==> src/rtl/dcache_bank_if.sv <==
// +--------------------------------------------------------------------------+
// | dcache_bank_if : request/response/zeroise bundle of the data-cache bank  |
// | Revision 1.0                                                             |
// +--------------------------------------------------------------------------+
`default_nettype none

interface dcache_bank_if #(
  parameter int DATA_WIDTH = 32,
  parameter int ADDR_WIDTH = 5
);
  logic                      req_valid;
  logic                      req_ready;
  logic [4:0]                req_uop;
  logic [ADDR_WIDTH-1:0]     req_addr;
  logic [DATA_WIDTH-1:0]     req_wdata;
  logic [DATA_WIDTH/8-1:0]   req_be;
  logic                      resp_valid;
  logic                      resp_ready;
  logic [DATA_WIDTH-1:0]     resp_rdata;
  logic                      resp_err;
  logic                      store_err;
  logic                      clear_start;
  logic                      clear_busy;

  modport master (
    output req_valid, req_uop, req_addr, req_wdata, req_be, resp_ready, clear_start,
    input  req_ready, resp_valid, resp_rdata, resp_err, store_err, clear_busy
  );

  modport slave (
    input  req_valid, req_uop, req_addr, req_wdata, req_be, resp_ready, clear_start,
    output req_ready, resp_valid, resp_rdata, resp_err, store_err, clear_busy
  );
endinterface

`default_nettype wire

==> src/rtl/dcache_bank.sv <==
// +--------------------------------------------------------------------------+
// | dcache_bank : word-addressed data-cache bank, byte-enabled stores,       |
// |               registered loads with back-pressure, zeroise sweep         |
// | Revision 1.0                                                             |
// +--------------------------------------------------------------------------+
`default_nettype none

module dcache_bank #(
  parameter int         DATA_WIDTH = 32,
  parameter int         DEPTH      = 32,
  parameter int         ADDR_WIDTH = $clog2(DEPTH),
  parameter logic [4:0] LDR_UOP    = 5'd1,
  parameter logic [4:0] STR_UOP    = 5'd2
) (
  input  wire logic    clock,
  input  wire logic    reset_n,
  dcache_bank_if.slave bus
);

  localparam int                    BE_WIDTH    = DATA_WIDTH / 8;
  localparam logic [ADDR_WIDTH-1:0] c_last_addr = ADDR_WIDTH'(DEPTH - 1);

  typedef enum logic [0:0] {
    ST_CLEAR = 1'b0,
    ST_IDLE  = 1'b1
  } state_t;

  state_t                r_state;
  state_t                w_state_next;
  logic [ADDR_WIDTH-1:0] r_ptr;
  logic [ADDR_WIDTH-1:0] w_ptr_next;
  logic [DATA_WIDTH-1:0] r_mem [DEPTH];

  logic                  w_is_ldr;
  logic                  w_is_str;
  logic                  w_in_range;
  logic                  w_accept;
  logic                  w_ldr_acc;
  logic                  w_str_acc;
  logic                  w_clear_wr;
  logic                  w_req_ready;
  logic                  w_clear_busy;

  logic                  r_resp_valid;
  logic [DATA_WIDTH-1:0] r_resp_rdata;
  logic                  r_resp_err;
  logic                  r_store_err;

  assign w_is_ldr   = (bus.req_uop == LDR_UOP);
  assign w_is_str   = (bus.req_uop == STR_UOP);
  // Extra top bit keeps the compare meaningful when DEPTH is a power of two.
  assign w_in_range = ({1'b0, bus.req_addr} < (ADDR_WIDTH + 1)'(DEPTH));
  assign w_accept   = bus.req_valid & w_req_ready;
  assign w_ldr_acc  = w_accept & w_is_ldr;
  assign w_str_acc  = w_accept & w_is_str;

  always_ff @(posedge clock or negedge reset_n) begin
    if (!reset_n) begin
      r_state <= ST_CLEAR;
      r_ptr   <= '0;
    end else begin
      r_state <= w_state_next;
      r_ptr   <= w_ptr_next;
    end
  end

  always_comb begin
    w_state_next = r_state;
    w_ptr_next   = r_ptr;
    w_clear_wr   = 1'b0;
    w_clear_busy = 1'b0;
    w_req_ready  = 1'b0;
    case (r_state)
      ST_CLEAR: begin
        w_clear_busy = 1'b1;
        w_clear_wr   = 1'b1;
        w_ptr_next   = r_ptr + ADDR_WIDTH'(1);
        if (r_ptr == c_last_addr) begin
          w_state_next = ST_IDLE;
          w_ptr_next   = '0;
        end
      end
      ST_IDLE: begin
        if (bus.clear_start) begin
          w_state_next = ST_CLEAR;
          w_ptr_next   = '0;
        end else begin
          // A load may enter only if the output register is free or draining now.
          w_req_ready = ~w_is_ldr | ~r_resp_valid | bus.resp_ready;
        end
      end
      default: w_state_next = ST_CLEAR;
    endcase
  end

  always_ff @(posedge clock) begin
    if (w_clear_wr) begin
      r_mem[r_ptr] <= '0;
    end else if (w_str_acc && w_in_range) begin
      for (int i = 0; i < BE_WIDTH; i++) begin
        if (bus.req_be[i]) begin
          r_mem[bus.req_addr][i*8 +: 8] <= bus.req_wdata[i*8 +: 8];
        end
      end
    end
  end

  always_ff @(posedge clock or negedge reset_n) begin
    if (!reset_n) begin
      r_resp_valid <= 1'b0;
      r_resp_rdata <= '0;
      r_resp_err   <= 1'b0;
      r_store_err  <= 1'b0;
    end else begin
      r_store_err <= w_str_acc & ~w_in_range;
      if (w_ldr_acc) begin
        r_resp_valid <= 1'b1;
        r_resp_err   <= ~w_in_range;
        r_resp_rdata <= w_in_range ? r_mem[bus.req_addr] : '0;
      end else if (bus.resp_ready) begin
        r_resp_valid <= 1'b0;
      end
    end
  end

  assign bus.req_ready  = w_req_ready;
  assign bus.clear_busy = w_clear_busy;
  assign bus.resp_valid = r_resp_valid;
  assign bus.resp_rdata = r_resp_rdata;
  assign bus.resp_err   = r_resp_err;
  assign bus.store_err  = r_store_err;

endmodule

`default_nettype wire

==> src/flat_wrapper.sv <==
// flat-port wrapper written by rule: the top's interface ports become plain ports
module dcache_bank_flat 
#(
  parameter int         DATA_WIDTH = 32,
  parameter int         DEPTH      = 32,
  parameter int         ADDR_WIDTH = $clog2(DEPTH),
  parameter logic [4:0] LDR_UOP    = 5'd1,
  parameter logic [4:0] STR_UOP    = 5'd2
)
  (clock, reset_n, bus_req_valid, bus_req_uop, bus_req_addr, bus_req_wdata, bus_req_be, bus_resp_ready, bus_clear_start, bus_req_ready, bus_resp_valid, bus_resp_rdata, bus_resp_err, bus_store_err, bus_clear_busy);
  dcache_bank_if #(.DATA_WIDTH(DATA_WIDTH), .ADDR_WIDTH(ADDR_WIDTH)) bus_i ();
  input  wire logic clock;
  input  wire logic reset_n;
  input wire logic [$bits(bus_i.req_valid)-1:0] bus_req_valid;
  input wire logic [$bits(bus_i.req_uop)-1:0] bus_req_uop;
  input wire logic [$bits(bus_i.req_addr)-1:0] bus_req_addr;
  input wire logic [$bits(bus_i.req_wdata)-1:0] bus_req_wdata;
  input wire logic [$bits(bus_i.req_be)-1:0] bus_req_be;
  input wire logic [$bits(bus_i.resp_ready)-1:0] bus_resp_ready;
  input wire logic [$bits(bus_i.clear_start)-1:0] bus_clear_start;
  output wire logic [$bits(bus_i.req_ready)-1:0] bus_req_ready;
  output wire logic [$bits(bus_i.resp_valid)-1:0] bus_resp_valid;
  output wire logic [$bits(bus_i.resp_rdata)-1:0] bus_resp_rdata;
  output wire logic [$bits(bus_i.resp_err)-1:0] bus_resp_err;
  output wire logic [$bits(bus_i.store_err)-1:0] bus_store_err;
  output wire logic [$bits(bus_i.clear_busy)-1:0] bus_clear_busy;
  assign bus_i.req_valid = bus_req_valid;
  assign bus_i.req_uop = bus_req_uop;
  assign bus_i.req_addr = bus_req_addr;
  assign bus_i.req_wdata = bus_req_wdata;
  assign bus_i.req_be = bus_req_be;
  assign bus_i.resp_ready = bus_resp_ready;
  assign bus_i.clear_start = bus_clear_start;
  assign bus_req_ready = bus_i.req_ready;
  assign bus_resp_valid = bus_i.resp_valid;
  assign bus_resp_rdata = bus_i.resp_rdata;
  assign bus_resp_err = bus_i.resp_err;
  assign bus_store_err = bus_i.store_err;
  assign bus_clear_busy = bus_i.clear_busy;
  dcache_bank #(.DATA_WIDTH(DATA_WIDTH), .DEPTH(DEPTH), .ADDR_WIDTH(ADDR_WIDTH), .LDR_UOP(LDR_UOP), .STR_UOP(STR_UOP)) u_core (.clock(clock), .reset_n(reset_n), .bus(bus_i));
endmodule
==> config.mk <==
export PLATFORM = sky130hd
export DESIGN_NAME = dcache_bank_flat
export DESIGN_NICKNAME = d
export VERILOG_FILES = /design/src/rtl/dcache_bank_if.sv /design/src/rtl/dcache_bank.sv /design/src/flat_wrapper.sv
export SDC_FILE = /design/constraint.sdc
export NUM_CORES = 1
export LEC_CHECK = 0
export CAP_MARGIN = 20
export CORE_ASPECT_RATIO = 1.5
export CORE_MARGIN = 1.5
export CORE_UTILIZATION = 25
export DETAILED_ROUTE_END_ITERATION = 10
export PLACE_DENSITY = 0.42
export SYNTH_ARGS = -nofsm -noshare
export SYNTH_HDL_FRONTEND = slang
export SYNTH_SLANG_ARGS = --single-unit
==> constraint.sdc <==
create_clock -name clock -period 3.29 [get_ports clock]
set_clock_uncertainty 0.15 [all_clocks]
set_input_delay 0.987 -clock clock [delete_from_list [all_inputs] [get_ports clock]]
set_output_delay 0.987 -clock clock [all_outputs]
set_load 0.01 [all_outputs]
==> results.md <==
* Clk pwr share at 35.6%
* Element type at the critical path end: flop
* Netlist cell types at 38
* Multi-input logic area at 9850 um2
* Share of post-route cells with drive strength above 1 at 22.5%
* Routed WL at 119000 um
* GRT Total Usage at 13.9%
* Cells after synthesis at 2384
* Final core utilization at 31.8%
* Routed vias/inst at 4.48
* WL per Instance at 23.2 um
* FF+latch area at 31700 um2
* Comb pwr share at 15.8%
* Register area share after synthesis at 75.9%
* Fin. max-slew vios at 0
* Die extent in y at 504 um
* Worst vdd ir at 0.338 mV
* Vias in the first global route at 24287
* ANT nets after route at 0
* Filler cell count at 16137
* Most common cell in the netlist: edfxtp_1
* Leakage power at 19.6 nW
* First drt pass iteration count at 5
* # DRC at 0
* EDFF count, synth at 1024
* Hold Fails Final Rpt at 0
* Synth top area share at 73.6%
* Crit Path Category: input port to flop
* Status: completed
* Clock sinks at 1063
* Startpoint types: input port
* Type of the tightest min-delay check: input port to async pin
* Nets at 2858
* Synth area leaders: edfxtp_1, mux2i_1, dfrtp_1
* Reg-to-reg critical path startpoint: u_core.r_state$_DFF_PN0_
* DRT iter0 DRCs at 1465
* Final setup viols at 0
* R2r setup slk at 0.49 ns
* Cell-internal power at 24.9 mW
* Largest net degree at the start of global routing at 49
* # port buffers at 85
* P per Cell Area at 635 nW/um2
* Syn avg cell area at 17.5 um2
* Die ar. at 170000 um2
* First-pass GRT wire length at 170000 um
* Cell depth of the worst flop-to-flop path at 8
* TritonCTS clock tree: done
* Initial core utilization at 25.2%
* Clock Latency Late Sink at 0.71 ns
* Max_slew headroom at 50.4%
* Grt total ovfl at 0
* Sequential share of power at 48.6%
* Switching share of power at 25.7%
* Yosys warns at 0
* Root Driver: clkbuf_16
* Post-DP HPWL at 80100 um
* Psw at 8.59 mW
* TNS Setup at 0 ns
* RSZ-0062 raised after global routing: false
* Worst Tran Pin Value at 0.744 ns
* CP max FO at 8
* Post-synth ARST share at 3.67%
* Core area at 166000 um2
* Top cells by count, synth: edfxtp_1, mux2i_1, nor2_1
* Min Tclk post-route at 3.21 ns
* #FFs+latches synth at 1063
* Largest area contributor in the netlist: edfxtp_1
* Area Overhead vs Synth at 26.2%
* Clock Tree Buf Depth at 3
* Die width at 337 um
* Initial antenna violation count at 4
* CTS clk-pin slew, worst paths at 0.06 ns
* Total CTS buffers at 97
* Top Ports at 88
* H-tree Lvls at 3
* Final critical-path share of the clock period at 97.7%
* Mapped Area at 41800 um2
* # rows at 183
* # Max-Cap Violations at 0
* Max Fclk at 311 MHz
* WP data arrival at 3.40 ns
* Placer congestion estimate at 0.788
* Via count at 22876
* Post-synth top flop: edfxtp_1
* CP Data Required Time at 3.48 ns
* FF-to-FF End: u_core.r_mem[22][21]$_DFFE_PP_
metal layers:
metal / wire length (um) / GRT usage, %
met1: 48900 / 16.6
met4: 4550 / 5.78
met2: 60700 / 24.7
met3: 4400 / 2.22
met5: 34 / 0
registers in the layout, indices dropped and copies added (netlist names):
| register | flops |
|---|---|
| u_core.r_mem | 1024 |
| u_core.bus.resp_rdata | 32 |
| u_core.r_ptr | 5 |
| u_core.bus.resp_valid | 1 |
| u_core.r_state | 1 |
worst max-delay path by stage:
stage / startpoint / endpoint / slack (ns) / depth (start not counted)
after CTS: bus_req_uop[3] / bus_req_ready / -0.14 / 5
after floorplan: bus_req_uop[3] / u_core.r_mem[0][0]$_DFFE_PP_ / -0.45 / 6
after detailed placement: bus_req_uop[3] / u_core.r_mem[30][11]$_DFFE_PP_ / -1.04 / 9
after global placement: bus_req_uop[3] / u_core.r_mem[30][11]$_DFFE_PP_ / -0.94 / 9
final: bus_req_valid / u_core.r_mem[22][21]$_DFFE_PP_ / 0.08 / 9
after global routing: bus_req_be[2] / u_core.r_mem[24][19]$_DFFE_PP_ / 0.001 / 12
critical path, stage by stage:
cell and delay (ns):
clkdlybuf4s50_1 0.49, nand3b_1 0.15, nor4b_4 0.29, buf_4 0.18, buf_12 0.14, mux2i_4 0.32, nand4_1 0.19, buf_4 0.24
nor2_2 0.39
power by group through the flow:
| stage | sequential (mW) | combinational (mW) | clock [mW] |
|---|---|---|---|
| final | 16.3 | 5.30 | 11.9 |
| after global routing | 16.4 | 5.63 | 12.7 |
| after CTS | 16.3 | 5.33 | 12.2 |
| after detailed placement | 16.6 | 4.98 | 0 |
| after global placement | 16.5 | 4.91 | 0 |
| after floorplan | 16.5 | 2.16 | 0 |
kinds of logic (layout without fill, tap and decap cells):
group	count (synthesis)	after routing	share of synthesized area [%]
adder cells (fa/ha/maj)	2	2	0.0599
flip-flops	1063	1063	75.9
AND/OR/NAND/NOR	242	242	2.72
buffers and inverters	156	660	1.62
other	1	4	0.00898
multiplexers	523	523	12.6
AO/OA/AOI/OAI	397	397	7.07
final cells by class:
| class | instances | share of cell area (%) |
|---|---|---|
| Clock inverter | 70 | 1.55 |
| Inverter | 8 | 0.0570 |
| Tap cell | 2220 | 5.27 |
| Antenna cell | 2 | 0.00949 |
| Sequential cell | 1063 | 60.2 |
| Clock buffer | 113 | 4.86 |
| Timing Repair Buffer | 469 | 9.40 |
| Multi-Input combinational cell | 1166 | 18.7 |
what timing repair did:
action	in CTS	in global routing
endpoints found under the setup margin	643	868
setup buffers	5	1
gates resized for setup	116	17
pin swaps	7	5
cloned	1	0
hold buffers	0	0
placed cells by master (no fill, tap or decap), types with 7 or more instances in the layout:
cell type	synthesis	routed
edfxtp_1	1024	1024
mux2i_1	516	513
buf_4	2	268
a22oi_1	128	128
clkbuf_16	0	99
buf_12	0	87
clkdlybuf4s50_1	0	79
a21oi_1	65	65
a22o_1	64	64
a221oi_1	64	64
nor2_1	131	61
nand2_1	44	41
dfrtp_1	39	39
nor2_2	0	38
and2_1	33	32
nor2_4	0	32
o22ai_1	32	32
o41ai_1	32	32
buf_6	1	28
clkinv_2	0	22
bufinv_16	0	15
nand4_1	13	13
clkbuf_1	75	11
clkinv_1	0	10
inv_1	8	8
o21ai_0	10	8
clkinvlp_4	0	8
clkinv_4	0	7
metrics by stage:
step / setup WS [ns] / hold WS (ns) / total power, mW / instance area [um2] / std cells
final: 0.0767 / 0.173 / 33.5 / 52700 / 5111
after global routing: 0.00124 / 0.184 / 34.7 / 52700 / 5110
after CTS: -0.143 / 0.151 / 33.9 / 52600 / 5108
after detailed placement: -1.04 / 0.322 / 21.6 / 48800 / 4920
after global placement: -0.940 / 0.324 / 21.4 / 48800 / 4920
after floorplan: -0.450 / 0.361 / 18.6 / 41900 / 2385
(Power assumes the default switching activity.)
